### config.mk
export PLATFORM = sky130hd
export DESIGN_NAME = camara_sccb_config_flat
export DESIGN_NICKNAME = d
export VERILOG_FILES = /design/src/rtl/camara_pkg.sv /design/src/rtl/camara_sccb_config_if.sv /design/src/rtl/camara_reg_rom.sv /design/src/rtl/camara_sccb_config.sv /design/src/flat_wrapper.sv
export SDC_FILE = /design/constraint.sdc
export NUM_CORES = 1
export LEC_CHECK = 0
export ABC_AREA = 1
export CAP_MARGIN = 20
export CORE_UTILIZATION = 50
export DETAILED_ROUTE_END_ITERATION = 10
export GPL_TIMING_DRIVEN = 0
export PLACE_DENSITY = 0.67
export RECOVER_POWER = 25
export SYNTH_ARGS = -nofsm -noshare
export SYNTH_HDL_FRONTEND = slang
export SYNTH_SLANG_ARGS = --single-unit
### constraint.sdc
create_clock -name clk -period 2.4 [get_ports clk]
set_input_delay 0.36 -clock clk [delete_from_list [all_inputs] [get_ports clk]]
set_output_delay 0.36 -clock clk [all_outputs]
set_load 0.02 [all_outputs]
### src/rtl/camara_pkg.sv
// Shared types and constants for the Camara sensor power-up / SCCB configuration sequencer.
package camara_pkg;

    typedef enum logic [3:0] {
        StCamRst,
        StBootWait,
        StLoad,
        StStart,
        StBits,
        StStop,
        StGap,
        StFinish,
        StIdle
    } state_e;

    localparam logic [15:0] SCCB_TERM = 16'hFFFF;
    localparam logic [7:0]  COM7_ADDR = 8'h12;
    localparam int unsigned N_FRAMES  = 27;

    // Every 9th frame of a transfer is the don't-care (ACK) slot.
    function automatic logic is_ack_frame(input logic [4:0] n);
        return (n == 5'd8) || (n == 5'd17) || (n == 5'd26);
    endfunction

endpackage

### src/rtl/camara_sccb_config_if.sv
// Control/status and SCCB pin bundle between the sequencer and its surroundings.
interface camara_sccb_config_if #(
    parameter int unsigned IdxW = 4
);
    logic            start;
    logic            busy;
    logic            done;
    logic            cam_reset;
    logic            cam_pwdn;
    logic            sioc;
    logic            siod_o;
    logic            siod_oe;
    logic [IdxW-1:0] reg_idx;

    modport master (
        input  start,
        output busy, done, cam_reset, cam_pwdn, sioc, siod_o, siod_oe, reg_idx
    );

    modport slave (
        output start,
        input  busy, done, cam_reset, cam_pwdn, sioc, siod_o, siod_oe, reg_idx
    );
endinterface

### src/rtl/camara_reg_rom.sv
// Sensor register table: {addr, data} per entry, terminated by SCCB_TERM.
module camara_reg_rom
    import camara_pkg::*;
#(
    parameter int unsigned IdxW = 4
) (
    input  logic [IdxW-1:0] idx_i,
    output logic [15:0]     data_o
);

    always_comb begin
        data_o = SCCB_TERM;
        case (idx_i)
            IdxW'(0): data_o = {COM7_ADDR, 8'h80};  // soft reset, needs boot wait afterwards
            IdxW'(1): data_o = 16'h3A04;            // TSLB
            IdxW'(2): data_o = 16'h40D0;            // COM15: RGB565, full range
            default:  data_o = SCCB_TERM;
        endcase
    end

endmodule

### src/rtl/camara_sccb_config.sv
// Sensor power-up sequencer followed by a 3-phase SCCB write of the register table.
module camara_sccb_config
    import camara_pkg::*;
#(
    parameter int unsigned CLK_HZ        = 100_000_000,
    parameter int unsigned SCCB_HZ       = 100_000,
    parameter logic [7:0]  DEV_ID        = 8'h42,
    parameter int unsigned N_REGS        = 16,
    parameter int unsigned RST_HOLD_CYC  = 1000,
    parameter int unsigned BOOT_WAIT_CYC = 100_000
) (
    input logic             clk,
    input logic             rst_n,
    camara_sccb_config_if.master bus
);

    localparam int unsigned Div    = CLK_HZ / (4 * SCCB_HZ);
    localparam int unsigned DivW   = (Div > 1) ? $clog2(Div) : 1;
    localparam int unsigned IdxW   = (N_REGS > 1) ? $clog2(N_REGS) : 1;
    localparam int unsigned CycMax = (RST_HOLD_CYC > BOOT_WAIT_CYC) ? RST_HOLD_CYC : BOOT_WAIT_CYC;
    localparam int unsigned CycW   = (CycMax > 1) ? $clog2(CycMax) : 1;

    state_e           state_q, state_d;
    logic [CycW-1:0]  cyc_q, cyc_d;
    logic [DivW-1:0]  tick_q, tick_d;
    logic [1:0]       qtr_q, qtr_d;
    logic [4:0]       bit_q, bit_d;
    logic [23:0]      shift_q, shift_d;
    logic [IdxW:0]    idx_q, idx_d;  // one extra bit so N_REGS itself is representable
    logic             busy_q, busy_d, done_q, done_d;
    logic             cam_reset_q, cam_reset_d, cam_pwdn_q, cam_pwdn_d;
    logic             sioc_q, sioc_d, siod_q, siod_d, oe_q, oe_d;

    logic [15:0] rom_data;
    logic        sccb, tick, frame_end, com7;

    camara_reg_rom #(
        .IdxW (IdxW)
    ) u_rom (
        .idx_i  (idx_q[IdxW-1:0]),
        .data_o (rom_data)
    );

    assign sccb      = state_q inside {StStart, StBits, StStop, StGap};
    assign tick      = (tick_q == DivW'(Div - 1));
    assign frame_end = sccb && tick && (qtr_q == 2'd3);
    assign com7      = (rom_data[15:8] == COM7_ADDR) && rom_data[7];

    always_comb begin
        state_d = state_q;
        cyc_d   = cyc_q;
        tick_d  = '0;
        qtr_d   = '0;
        bit_d   = bit_q;
        shift_d = shift_q;
        idx_d   = idx_q;

        if (sccb) begin
            tick_d = tick ? '0 : tick_q + DivW'(1);
            qtr_d  = tick ? qtr_q + 2'd1 : qtr_q;
        end

        unique case (state_q)
            StCamRst: begin
                if (cyc_q == CycW'(RST_HOLD_CYC - 1)) begin
                    state_d = StBootWait;
                    cyc_d   = '0;
                end else begin
                    cyc_d = cyc_q + CycW'(1);
                end
            end
            StBootWait: begin
                if (cyc_q == CycW'(BOOT_WAIT_CYC - 1)) begin
                    state_d = StLoad;
                    cyc_d   = '0;
                end else begin
                    cyc_d = cyc_q + CycW'(1);
                end
            end
            StLoad: begin
                if (idx_q == (IdxW + 1)'(N_REGS) || rom_data == SCCB_TERM) begin
                    state_d = StFinish;
                end else begin
                    shift_d = {DEV_ID, rom_data};
                    state_d = StStart;
                end
            end
            StStart: begin
                if (frame_end) begin
                    state_d = StBits;
                    bit_d   = '0;
                end
            end
            StBits: begin
                if (frame_end) begin
                    if (!is_ack_frame(bit_q)) shift_d = {shift_q[22:0], 1'b0};
                    if (bit_q == 5'(N_FRAMES - 1)) state_d = StStop;
                    else                            bit_d   = bit_q + 5'd1;
                end
            end
            StStop: begin
                if (frame_end) state_d = StGap;
            end
            StGap: begin
                if (frame_end) begin
                    idx_d   = idx_q + (IdxW + 1)'(1);
                    cyc_d   = '0;
                    state_d = com7 ? StBootWait : StLoad;
                end
            end
            StFinish, StIdle: begin
                if (bus.start) begin
                    state_d = StCamRst;
                    idx_d   = '0;
                    cyc_d   = '0;
                end else begin
                    state_d = StIdle;
                end
            end
            default: state_d = StCamRst;
        endcase
    end

    // Outputs are decoded from next-state values so they register in step with the FSM.
    always_comb begin
        busy_d      = 1'b1;
        done_d      = 1'b0;
        cam_reset_d = 1'b1;
        cam_pwdn_d  = 1'b0;
        sioc_d      = 1'b1;
        siod_d      = 1'b1;
        oe_d        = 1'b1;
        unique case (state_d)
            StCamRst: begin
                cam_reset_d = 1'b0;
                cam_pwdn_d  = 1'b1;
            end
            StStart: siod_d = ~qtr_d[1];
            StBits: begin
                sioc_d = qtr_d[1];
                oe_d   = ~is_ack_frame(bit_d);
                siod_d = is_ack_frame(bit_d) ? 1'b1 : shift_d[23];
            end
            StStop: begin
                sioc_d = (qtr_d != 2'd0);
                siod_d = qtr_d[1];
            end
            StFinish, StIdle: begin
                busy_d = 1'b0;
                done_d = 1'b1;
            end
            default: ;
        endcase
    end

    always_ff @(posedge clk or negedge rst_n) begin
        if (!rst_n) begin
            state_q     <= StCamRst;
            cyc_q       <= '0;
            tick_q      <= '0;
            qtr_q       <= '0;
            bit_q       <= '0;
            shift_q     <= '0;
            idx_q       <= '0;
            busy_q      <= 1'b1;
            done_q      <= 1'b0;
            cam_reset_q <= 1'b0;
            cam_pwdn_q  <= 1'b1;
            sioc_q      <= 1'b1;
            siod_q      <= 1'b1;
            oe_q        <= 1'b1;
        end else begin
            state_q     <= state_d;
            cyc_q       <= cyc_d;
            tick_q      <= tick_d;
            qtr_q       <= qtr_d;
            bit_q       <= bit_d;
            shift_q     <= shift_d;
            idx_q       <= idx_d;
            busy_q      <= busy_d;
            done_q      <= done_d;
            cam_reset_q <= cam_reset_d;
            cam_pwdn_q  <= cam_pwdn_d;
            sioc_q      <= sioc_d;
            siod_q      <= siod_d;
            oe_q        <= oe_d;
        end
    end

    assign bus.busy      = busy_q;
    assign bus.done      = done_q;
    assign bus.cam_reset = cam_reset_q;
    assign bus.cam_pwdn  = cam_pwdn_q;
    assign bus.sioc      = sioc_q;
    assign bus.siod_o    = siod_q;
    assign bus.siod_oe   = oe_q;
    assign bus.reg_idx   = idx_q[IdxW-1:0];

endmodule
### src/flat_wrapper.sv
// flat-port wrapper written by rule: the top's interface ports become plain ports
module camara_sccb_config_flat import camara_pkg::*;
#(
    parameter int unsigned CLK_HZ        = 100_000_000,
    parameter int unsigned SCCB_HZ       = 100_000,
    parameter logic [7:0]  DEV_ID        = 8'h42,
    parameter int unsigned N_REGS        = 16,
    parameter int unsigned RST_HOLD_CYC  = 1000,
    parameter int unsigned BOOT_WAIT_CYC = 100_000
)
  (clk, rst_n, bus_start, bus_busy, bus_done, bus_cam_reset, bus_cam_pwdn, bus_sioc, bus_siod_o, bus_siod_oe, bus_reg_idx);
  camara_sccb_config_if bus_i ();
  input logic clk;
  input logic rst_n;
  input wire logic [$bits(bus_i.start)-1:0] bus_start;
  output wire logic [$bits(bus_i.busy)-1:0] bus_busy;
  output wire logic [$bits(bus_i.done)-1:0] bus_done;
  output wire logic [$bits(bus_i.cam_reset)-1:0] bus_cam_reset;
  output wire logic [$bits(bus_i.cam_pwdn)-1:0] bus_cam_pwdn;
  output wire logic [$bits(bus_i.sioc)-1:0] bus_sioc;
  output wire logic [$bits(bus_i.siod_o)-1:0] bus_siod_o;
  output wire logic [$bits(bus_i.siod_oe)-1:0] bus_siod_oe;
  output wire logic [$bits(bus_i.reg_idx)-1:0] bus_reg_idx;
  assign bus_i.start = bus_start;
  assign bus_busy = bus_i.busy;
  assign bus_done = bus_i.done;
  assign bus_cam_reset = bus_i.cam_reset;
  assign bus_cam_pwdn = bus_i.cam_pwdn;
  assign bus_sioc = bus_i.sioc;
  assign bus_siod_o = bus_i.siod_o;
  assign bus_siod_oe = bus_i.siod_oe;
  assign bus_reg_idx = bus_i.reg_idx;
  camara_sccb_config #(.CLK_HZ(CLK_HZ), .SCCB_HZ(SCCB_HZ), .DEV_ID(DEV_ID), .N_REGS(N_REGS), .RST_HOLD_CYC(RST_HOLD_CYC), .BOOT_WAIT_CYC(BOOT_WAIT_CYC)) u_core (.clk(clk), .rst_n(rst_n), .bus(bus_i));
endmodule
==> out/metrics.cfg, run 1 <==
[placed_design]
portBuffers=13
routabilityCongestion=0.856
dp.cells=634
place_hpwl_um=6170

[synth]
synth_area_leaders=dfrtp_1 40%, nand2_1 9.6%, inv_1 6.4%
synth_fa_ha_area_frac=0.0361
synth_area_sq_um=4160
synth_top_family_by_area=simple AND/OR/NAND/NOR gates
synth_xor_area_frac=0.0252
synth-seq-cells=72
avgSynthCellArea_sq_um=8.04
syn_nets=533
yosysTopAreaCell=dfrtp_1
synthArstFlopShare=1.00
ys_dominant_reg_cell=dfrtp_1
synthSimpleGateAreaFrac=0.320
synth_warnings=0
yosys-top-cells-count=106 x nand2_1, 71 x inv_1, 67 x dfrtp_1, 53 x nor2_1, 44 x nand3_1
synth-compound-area-share=0.0947
synth_cell_type_count=45
yosysTopAreaCellShare=0.403
synth_enable_flop_cells=0
syn_inst=518
ys_seq_area_frac=0.434
yosysMostFrequentCell=nand2_1
muxShareOfSynthArea=0

[detailed_routing]
vias=3419
postRouteAntennaNets=0
routed_wl_um=8430
drtIter0Drc=190
wire_per_inst_um=12.9
first_pass_iters=5
drc_errors=0
via_per_inst=5.24

[sta]
fin_crit_ns=2.19
slew_viol_final=0
rsz0062_at_grt=no
post-route-period-util=0.911
relSlewSlack=0.278
hold_viol_final=0
setup_viol=0
worstMarginPinSlew_ns=1.08
fin_setup_tns_ns=0
skew_ns=0.0111
fmax_mhz=457

[critical_path]
crit_chain=inv_1 > ha_1 > nand3_1 > nand2_1 > nand2_1 > nand4_2 > nor2_1 > nand2_1 > o21ai_0 > nor2_1 > nand2_1
cp_max_fo=6
worstPathArrival_ns=2.49
cp_top_family=simple AND/OR/NAND/NOR gates
path_buf_inv=1
slowest_delay_ns=0.44
critPathSlowestCell=dfrtp_1
required_ns=2.70
crit_type=register to register
startpoint_type=register
cp_common_cell=nand2_1
cp-end-kind=register

[outcome]
status=finished, final reports clean

[cells_and_area]
stdcell_count=653
antennaDiodeCount=0
fill_cells=709
fin_nets=561
seqCellArea_sq_um=1810
multi_input_area_sq_um=1990
utilization=0.598
drive_gt1_frac=0.138
area_growth_pct=13.3

[pwr]
intPower_mw=2.17
p_sw_frac=0.297
p_comb_frac=0.165
p_clk_frac=0.369
p_seq_frac=0.466
ir_worst_vdd_v=0.000538
leakagePower_nw=2.29
p_sw_mw=0.918
power-per-cell-area_nw_per_um2=654

[clocking]
cts_buffers=9
ctsLongestPathBuffers=2
root_buffer=clkbuf_8
cts_tree=built
cts_sinks=72
htree_levels=3
clk_transition_reported_paths_ns=0.08
clock_latency_ns=0.36

[global_routing]
antenna_found_initial=0
overflow=0
track_usage=0.217
grt_pass1_wl_um=14800
grt_pass1_vias=3256
grt_max_degree=56

[floorplan]
ios=14
die-height_um=93.2
rows=32
coreArea_sq_um=7890
start_util=0.528
die_area_sq_um=8690
dieWidth_um=93.2

[min_path]
hold_path.class=register to register

[run]
drv_cap=0

[cell usage in the layout, fill, tap and decap left out, types with 3 or more instances in the layout]
master and count:
a21oi_1 18, nor3_4 3, nand2_4 5, inv_1 71
nand2_1 106, nor3b_1 4, ha_1 12, o21ai_1 3
dfstp_2 5, inv_2 6, nor2_2 6, nor3_1 10
o211ai_1 5, nand3_1 44, nor4_1 3, nor2_4 4
o21ai_0 25, o22ai_1 5, xor2_1 11, nand4_1 13
clkdlybuf4s50_1 12, dfrtp_1 67, a31oi_1 3, buf_4 9
clkbuf_8 12, o21ai_2 3, nand2_2 6, nor2_1 49
[flip-flops by register name, summed over array words and instances (netlist names)]
signal / count
u_core.bus.busy: 1
u_core.bus.cam_pwdn: 1
u_core.bus.sioc: 1
u_core.qtr_q: 2
u_core.state_q: 4
u_core.bus.done: 1
u_core.cyc_q: 17
u_core.tick_q: 8
u_core.bus.siod_o: 1
u_core.shift_q: 24
u_core.bus.siod_oe: 1
u_core.bit_q: 5
u_core.bus.cam_reset: 1
u_core.idx_q: 5
[cells by family (layout without fill, tap and decap cells)]
kind of cell,count (synthesis),in the layout
compound gates,68,68
xor+xnor,12,12
fa+ha+maj,12,12
flops,72,72
buf+inv,89,122
simple gates,265,265
[routing by layer]
layer,vias up,wire (um),GRT usage
met3,11,256,0.0463
met5,-,0,0
met1,1626,4370,0.309
met4,0,130,0.0744
li1,1732,-,-
met2,50,3670,0.328
[power by group through the flow]
stage	logic, mW	clock network, mW	registers, mW
6_report	0.508	1.14	1.44
5_1_grt	0.578	1.22	1.46
4_1_cts	0.507	1.16	1.44
3_5_place_dp	0.503	0	1.46
3_3_place_gp	0.484	0	1.46
2_1_floorplan	0.378	0	1.43
[worst reg2reg max path, stage by stage (launching register included)]
cell and delay (ns):
dfrtp_1 0.44, inv_1 0.11, ha_1 0.24, nand3_1 0.15, nand2_1 0.09, nand2_1 0.15
nand4_2 0.22, nor2_1 0.30, nand2_1 0.13, o21ai_0 0.18, nor2_1 0.07, nand2_1 0.06
[per-stage QoR]
stage	power (mW)	hold slack, ns	cell area [sq um]	setup WS (ns)
after detailed placement	1.96	0.257	4450	0.148
after floorplan	1.81	0.0644	4160	0.521
final	3.09	0.482	4720	0.214
after CTS	3.11	0.412	4700	0.127
after global placement	1.94	0.464	4420	-1.53
after global routing	3.26	0.497	4720	0.00700
[final timing paths]
kind | from | endpoint | slack, ns | cells past startpoint
worst max-delay path | u_core.idx_q[0] | u_core.bus.siod_o | 0.21 | 11
worst min-delay path | u_core.shift_q[9] | u_core.shift_q[10] | 0.48 | 2
worst max register to register | u_core.idx_q[0] | u_core.bus.siod_o | 0.21 | 11
worst min register to register | u_core.shift_q[9] | u_core.shift_q[10] | 0.48 | 2
max in group asynchronous | rst_n | u_core.bus.busy | 0.81 | 3
min in group asynchronous | rst_n | u_core.tick_q[5] | 0.72 | 2
[layout make-up]
type / count / share of cell area
plain buffers: 10 / 0.0156
multi-input cells: 357 / 0.422
clock inverters: 4 / 0.0159
flip-flops and latches: 72 / 0.383
repair buffers: 17 / 0.0374
well taps: 102 / 0.0271
inverters: 79 / 0.0639
clock buffers: 12 / 0.0350
[timing repair]
item	CTS	global route
setup endpoints to repair	0	11
endpoints found under the hold margin	13	0
setup buffers	0	2
hold buffers	1	0
gates resized for setup	0	4
(Power assumes the default switching activity.)
==> inputs of run 2 (changes only) <==
CORE_UTILIZATION = 46   (was 50)
PLACE_DENSITY = 0.63   (was 0.67)
==> out/metrics.cfg, run 2 (synthesized netlist as in run 1, its figures left out) <==
[clocking]
clk_transition_reported_paths_ns=0.08  ; about the same
root_buffer=clkbuf_8
cts_buffers=9  ; unchanged
htree_levels=3  ; unchanged
ctsLongestPathBuffers=2  ; unchanged
cts_sinks=72  ; unchanged
clock_latency_ns=0.36  ; about the same
cts_tree=built

[floorplan]
dieWidth_um=97.1  ; +4.2%
die-height_um=97.1  ; +4.2%
start_util=0.477  ; -0.0504
die_area_sq_um=9430  ; +8.5%
coreArea_sq_um=8720  ; +11%
ios=14  ; unchanged
rows=34  ; +6.3%

[cells_and_area]
largest_reg_flops=24  ; unchanged
area_growth_pct=12.2
regMostFlops=u_core.shift_q
reg_top3=u_core.shift_q: 24 flops, u_core.cyc_q: 17 flops, u_core.tick_q: 8 flops
drive_gt1_frac=0.131  ; -0.00702
mostFrequentLayoutCell=nand2_1
antennaDiodeCount=0  ; unchanged
fin_nets=560  ; -0.18%
layout_common_cells=106 x nand2_1, 71 x inv_1, 67 x dfrtp_1

[placed_design]
portBuffers=13  ; unchanged
routabilityCongestion=0.841  ; -1.7%
pre_cts_ws_ns=0.168  ; +0.0197 ns
place_hpwl_um=6320  ; +2.5%

[detailed_routing]
routed.top_layer=met4
drc_errors=0  ; unchanged
first_pass_iters=5  ; unchanged
via_per_inst=5.13  ; -2.0%
wl_met1_um=4030  ; -7.8%
dr_wl_met2_um=4140  ; +13%
vias=3375  ; -1.3%
drtIter0Drc=148  ; -22%
wl_met3_um=281  ; +9.8%
wire_per_inst_um=13.0  ; +0.62%
routed_wl_um=8540  ; +1.4%
postRouteAntennaNets=0  ; unchanged

[sta]
rsz0062_at_grt=no
post-route-period-util=0.920  ; +0.00888
whs_ns=0.490  ; +0.00831 ns
relSlewSlack=-0.00346  ; -0.282
hold_viol_final=0  ; unchanged
worstMarginPinSlew_ns=1.51  ; +0.422 ns
fmax_mhz=453  ; -0.97%
skew_ns=0.0142  ; +0.00311 ns
slew_viol_final=25  ; +25
setup_ws_ns=0.192  ; -0.0213 ns
fin_crit_ns=2.21  ; +0.0213 ns
setup_viol=0  ; unchanged

[global_routing]
antenna_found_initial=0  ; unchanged
overflow=0  ; unchanged
grt_max_degree=48  ; -14%
grt_pass1_vias=3213  ; -1.3%
grt_pass1_wl_um=14600  ; -1.6%
track_usage=0.193  ; -0.0247

[min_path]
hold_path.class=register to register

[critical_path]
worstPathArrival_ns=2.48  ; about the same
rr_worst_depth=12  ; +1
endpoint=u_core.shift_q[14]
regToRegEndpoint=u_core.shift_q[14]
cp.depth=12  ; +1
cp_max_fo=10  ; +4
cp_common_cell=nand2_1
path_buf_inv=3  ; +2
crit_path_start=u_core.tick_q[1]
required_ns=2.68  ; -0.02 ns
critPathSlowestCell=dfrtp_1
crit_chain=inv_1 > ha_1 > nand2_1 > nor2_1 > nand3_1 > nor2_2 > nand2_1 > nor3_4 > buf_4 > buf_4 > nand2_1 > a31oi_1
crit_type=register to register
rrSetupSlack_ns=0.19  ; -0.02 ns
cp_top_family=simple AND/OR/NAND/NOR gates
r2r-start=u_core.tick_q[1]
cp-end-kind=register
startpoint_type=register
slowest_delay_ns=0.40  ; -0.04 ns

[run]
drv_cap=1  ; +1

[pwr]
p_comb_frac=0.173  ; +0.008
p_clk_frac=0.338  ; -0.031
ir_worst_vdd_v=0.000314  ; -42%
report.power.total_mw=2.95  ; -4.6%
p_sw_mw=0.959  ; +4.5%
intPower_mw=1.99  ; -8.5%
p_sw_frac=0.326  ; +0.0284
p_seq_frac=0.489  ; +0.023
power-per-cell-area_nw_per_um2=630  ; -3.7%
leakagePower_nw=2.26  ; -1.3%

[outcome]
violations=max-capacitance violations, max-slew violations
status=complete, but fails checks

[run 2: changes by cell type in the layout (fill, tap and decap cells not counted)]
| cell | change |
|---|---|
| clkinvlp_4 | +1 |
| nor2_2 | -3 |
| buf_4 | -1 |
| clkinv_4 | +1 |
| nor2_1 | +3 |
| bufinv_16 | -1 |
| inv_6 | +2 |
| clkbuf_8 | -3 |
[run 2: worst min path at each step]
| stage | start | endpoint | slack (ns) | depth (start not counted) |
|---|---|---|---|---|
| 5_1_grt | u_core.shift_q[0] | u_core.shift_q[0] | 0.52 | 2 |
| 4_1_cts | rst_n | u_core.bit_q[1] | 0.46 | 2 |
| 3_5_place_dp | rst_n | u_core.state_q[0] | 0.30 | 1 |
| 2_1_floorplan | rst_n | u_core.bit_q[0] | 0.06 | 0 |
| 6_report | u_core.tick_q[0] | u_core.tick_q[0] | 0.49 | 1 |
| 3_3_place_gp | u_core.shift_q[4] | u_core.shift_q[5] | 0.47 | 2 |
[run 2: area by class of cell]
type	count	area (sq um)
plain buffers	10	73.8
clock buffers	9	124
clock inverters	7	78.8
fillers	807	4050
inverters	79	302
multi-input cells	357	1980
flip-flops and latches	72	1810
well taps	108	135
repair buffers	16	169
[run 2: worst register-to-register path, delay by kind of cell (launching register included)]
family	cells	cell delay, ns
buffers and inverters	3	0.39
and+or+nand+nor	7	1.04
AOI/OAI and AO/OA	1	0.15
adders and majority gates	1	0.14
DFF	1	0.40
[run 2: repair_timing]
| action | in CTS | in global routing |
|---|---|---|
| hold buffers | 1 | 0 |
| resized for setup | 0 | 1 |
| setup buffers | 0 | 1 |
| setup endpoints to repair | 0 | 8 |
| endpoints found under the hold margin | 20 | 0 |
[run 2: power by group through the flow]
stage                     Clock, mW  Sequential [mW]  Combinational (mW)
after floorplan                   0             1.43               0.378
after global placement            0             1.46               0.488
after detailed placement          0             1.46               0.505
after CTS                      1.02             1.44               0.515
after global routing           1.07             1.46               0.585
final                         0.994             1.44               0.511
[run 2: layer usage]
metal | up-vias | track usage
met1 | 1590 | 0.247
met2 | 37 | 0.323
li1 | 1741 | -
met3 | 7 | 0.0410
met5 | - | 0
met4 | 0 | 0.0631
[run 2: per-stage QoR]
step / util / instance area (sq um) / TNS (ns) / std cells
global route: 0.536 / 4670 / 0 / 658
global placement: 0.508 / 4430 / -109.32 / 639
detailed placement: 0.511 / 4450 / 0 / 640
finish: 0.536 / 4670 / 0 / 658
floorplan: - / 4160 / 0 / 518
CTS: 0.535 / 4670 / 0 / 657
==> inputs of run 3 (changes only) <==
SYNTH_HIERARCHICAL = 1   (was unset)
==> out/metrics.cfg, run 3 <==
[min_path]
hold_end=u_core/shift_q[5]
hold_path.class=register to register
min_from=u_core/shift_q[5]
hold_depth=2  ; +1

[synth]
yosysMostFrequentCell=nand2_1
yosysTopAreaCellShare=0.394  ; -0.00923
synth_area_leaders=dfrtp_1 39%, nand2_1 12%, inv_1 7.0%
syn_inst=566  ; +9.3%
ys_dominant_reg_cell=dfrtp_1
synth_cell_type_count=40  ; -11%
syn_nets=579  ; +8.6%
ys_seq_area_frac=0.424  ; -0.00995
synth-seq-cells=72  ; unchanged
synthArstFlopShare=1.00  ; unchanged
synth_enable_flop_cells=0  ; unchanged
synth_warnings=6  ; +6
yosysTopAreaCell=dfrtp_1
avgSynthCellArea_sq_um=7.53  ; -6.3%
yosys-top-cells-count=131 x nand2_1, 80 x inv_1, 69 x nor2_1, 67 x dfrtp_1, 46 x nand3_1
synth_area_sq_um=4260  ; +2.3%

[critical_path]
required_ns=2.67  ; about the same
r2r-start=u_core/idx_q[3]
rr_worst_depth=15  ; +3
startpoint_type=register
cp_top_family=simple AND/OR/NAND/NOR gates
cp_common_cell=nand2_1
crit_chain=nor2_4 > nand2_1 > buf_4 > nor2_1 > nand2_1 > nor2_1 > nand2_1 > nand2_1 > a21oi_1 > nor2_2 > nand2_1 > nand2_1 > nand2_1 > nor2_1 > nand2_1
crit_type=register to register
critPathSlowestCell=dfrtp_1
rrSetupSlack_ns=0.22  ; +0.03 ns
cp-end-kind=register
path_buf_inv=1  ; -2
regToRegEndpoint=u_core/bus.siod_o
worstPathArrival_ns=2.45  ; -0.03 ns
slowest_delay_ns=0.45  ; +0.05 ns
cp_max_fo=5  ; -5

[detailed_routing]
drtIter0Drc=144  ; -2.7%
postRouteAntennaNets=0  ; unchanged
first_pass_iters=7  ; +2
vias=3634  ; +7.7%
wire_per_inst_um=12.4  ; -4.8%
via_per_inst=5.15  ; +0.35%
drc_errors=1  ; +1
routed_wl_um=8730  ; +2.2%

[sta]
fmax_mhz=459  ; +1.3%
rsz0062_at_grt=no
post-route-period-util=0.908  ; -0.0118
fin_crit_ns=2.18  ; -0.0283 ns
fin_setup_tns_ns=0  ; unchanged
skew_ns=0.0109  ; -0.00330 ns
whs_ns=0.486  ; -0.00359 ns
hold_viol_final=0  ; unchanged
setup_viol=0  ; unchanged
slew_viol_final=0  ; -100%
relSlewSlack=0.265  ; +0.268
worstMarginPinSlew_ns=1.10  ; -0.402 ns

[cells_and_area]
fin_nets=606  ; +8.2%
largest_reg_flops=24  ; unchanged
mostFrequentLayoutCell=nand2_1
fill_cells=860  ; +6.6%
antennaDiodeCount=0  ; unchanged
stdcell_count=706  ; +7.3%
regMostFlops=u_core/shift_q
area_growth_pct=13.7
reg_top3=u_core/shift_q: 24 flops, u_core/cyc_q: 17 flops, u_core/tick_q: 8 flops
drive_gt1_frac=0.130  ; -0.000474
multi_input_area_sq_um=2000  ; +1.0%
layout_common_cells=130 x nand2_1, 80 x inv_1, 67 x dfrtp_1
seqCellArea_sq_um=1810  ; unchanged

[global_routing]
grt_pass1_vias=3493  ; +8.7%
antenna_found_initial=0  ; unchanged
track_usage=0.200  ; +0.00751
grt_pass1_wl_um=15700  ; +7.8%
grt_max_degree=55  ; +15%
overflow=0  ; unchanged

[run]
drv_cap=0  ; -1

[outcome]
violations=design-rule violations
status=complete, but fails checks

[clocking]
clk_transition_reported_paths_ns=0.08  ; about the same
cts_buffers=9  ; unchanged
cts_tree=built
cts_sinks=72  ; unchanged
ctsLongestPathBuffers=2  ; unchanged
htree_levels=3  ; unchanged
clock_latency_ns=0.34  ; -0.02 ns
root_buffer=clkbuf_8

[floorplan]
die-height_um=98.2  ; +1.1%
ios=14  ; unchanged
die_area_sq_um=9650  ; +2.3%
dieWidth_um=98.2  ; +1.1%
start_util=0.481  ; +0.00414
rows=34  ; unchanged
coreArea_sq_um=8850  ; +1.5%

[placed_design]
dp.cells=688  ; +7.5%
routabilityCongestion=0.839  ; -0.26%
portBuffers=13  ; unchanged
place_hpwl_um=6480  ; +2.5%

[pwr]
power-per-cell-area_nw_per_um2=505  ; -20%
leakagePower_nw=2.37  ; +4.6%
ir_worst_vdd_v=0.000319  ; +1.4%

-- run 3: cell types whose count changed in the layout (fill, tap and decap cells not counted), sizes merged, moves of 3 or more --
cell	delta
buf	+8
clkbuf	+5
inv	+7
nand2	+21
nand3	+4
nand4	+7
nor2	+17
nor3	-5
o21ai	-6
xor2	-3
-- run 3: per-layer routing --
layer  global-route usage  wire (um)
met5                    0          0
met4               0.0850        129
met3               0.0308        213
met2                0.309       3930
met1                0.280       4450
-- run 3: layout make-up --
class,instances,area share
multi-input cells,385,0.413
clock inverters,5,0.0212
repair buffers,16,0.0349
flip-flops and latches,72,0.373
well taps,108,0.0279
clock buffers,11,0.0313
inverters,88,0.0682
plain buffers,21,0.0300
-- run 3: kinds of logic (layout without fill, tap and decap cells) --
group	Yosys count	in the layout	synth area share
simple gates	307	307	0.332
buf+inv	109	141	0.112
flops	72	72	0.424
compound gates	58	58	0.0825
fa+ha+maj	10	10	0.0294
xor+xnor	10	10	0.0206
-- run 3: worst min-delay path: cells and delay by family, from the launching register on --
kind	cells	cell delay [ns]
flops	1	0.35
simple gates	2	0.10
-- run 3: per-stage QoR --
step                       util  area, sq um  worst slack [ns]  power, mW
after floorplan               -         4260             0.478       1.24
after detailed placement  0.514         4550            0.0358       1.27
after CTS                 0.544         4810            0.0113       2.49
after global routing      0.547         4840           0.00544       2.54
final                     0.547         4840             0.221       2.44
after global placement    0.511         4530             -1.53       1.26
-- run 3: worst max-delay path by stage --
| stage | startpoint | end | cells past startpoint | slack, ns |
|---|---|---|---|---|
| 4_1_cts | u_core/idx_q[3] | u_core/bus.siod_o | 13 | 0.01 |
| 3_3_place_gp | rst_n | u_core/bit_q[2] | 1 | -1.53 |
| 2_1_floorplan | u_core/bit_q[0] | u_core/shift_q[10] | 11 | 0.48 |
| 6_report | u_core/idx_q[3] | u_core/bus.siod_o | 15 | 0.22 |
| 5_1_grt | u_core/idx_q[3] | u_core/bus.siod_o | 15 | 0.005 |
| 3_5_place_dp | u_core/idx_q[3] | u_core/bus.siod_o | 13 | 0.04 |
-- run 3: power by group --
group	internal (mW)	switching, mW	leakage, nW
logic	0.00766	0.0243	1.29
clock network	0.746	0.455	0.126
registers	1.21	0	0.954
-- run 3: repair_timing --
action,in CTS,in global routing
setup buffers,0,1
hold endpoints to repair,17,0
setup endpoints to repair,0,21
hold buffers,1,0
gates resized for setup,0,7
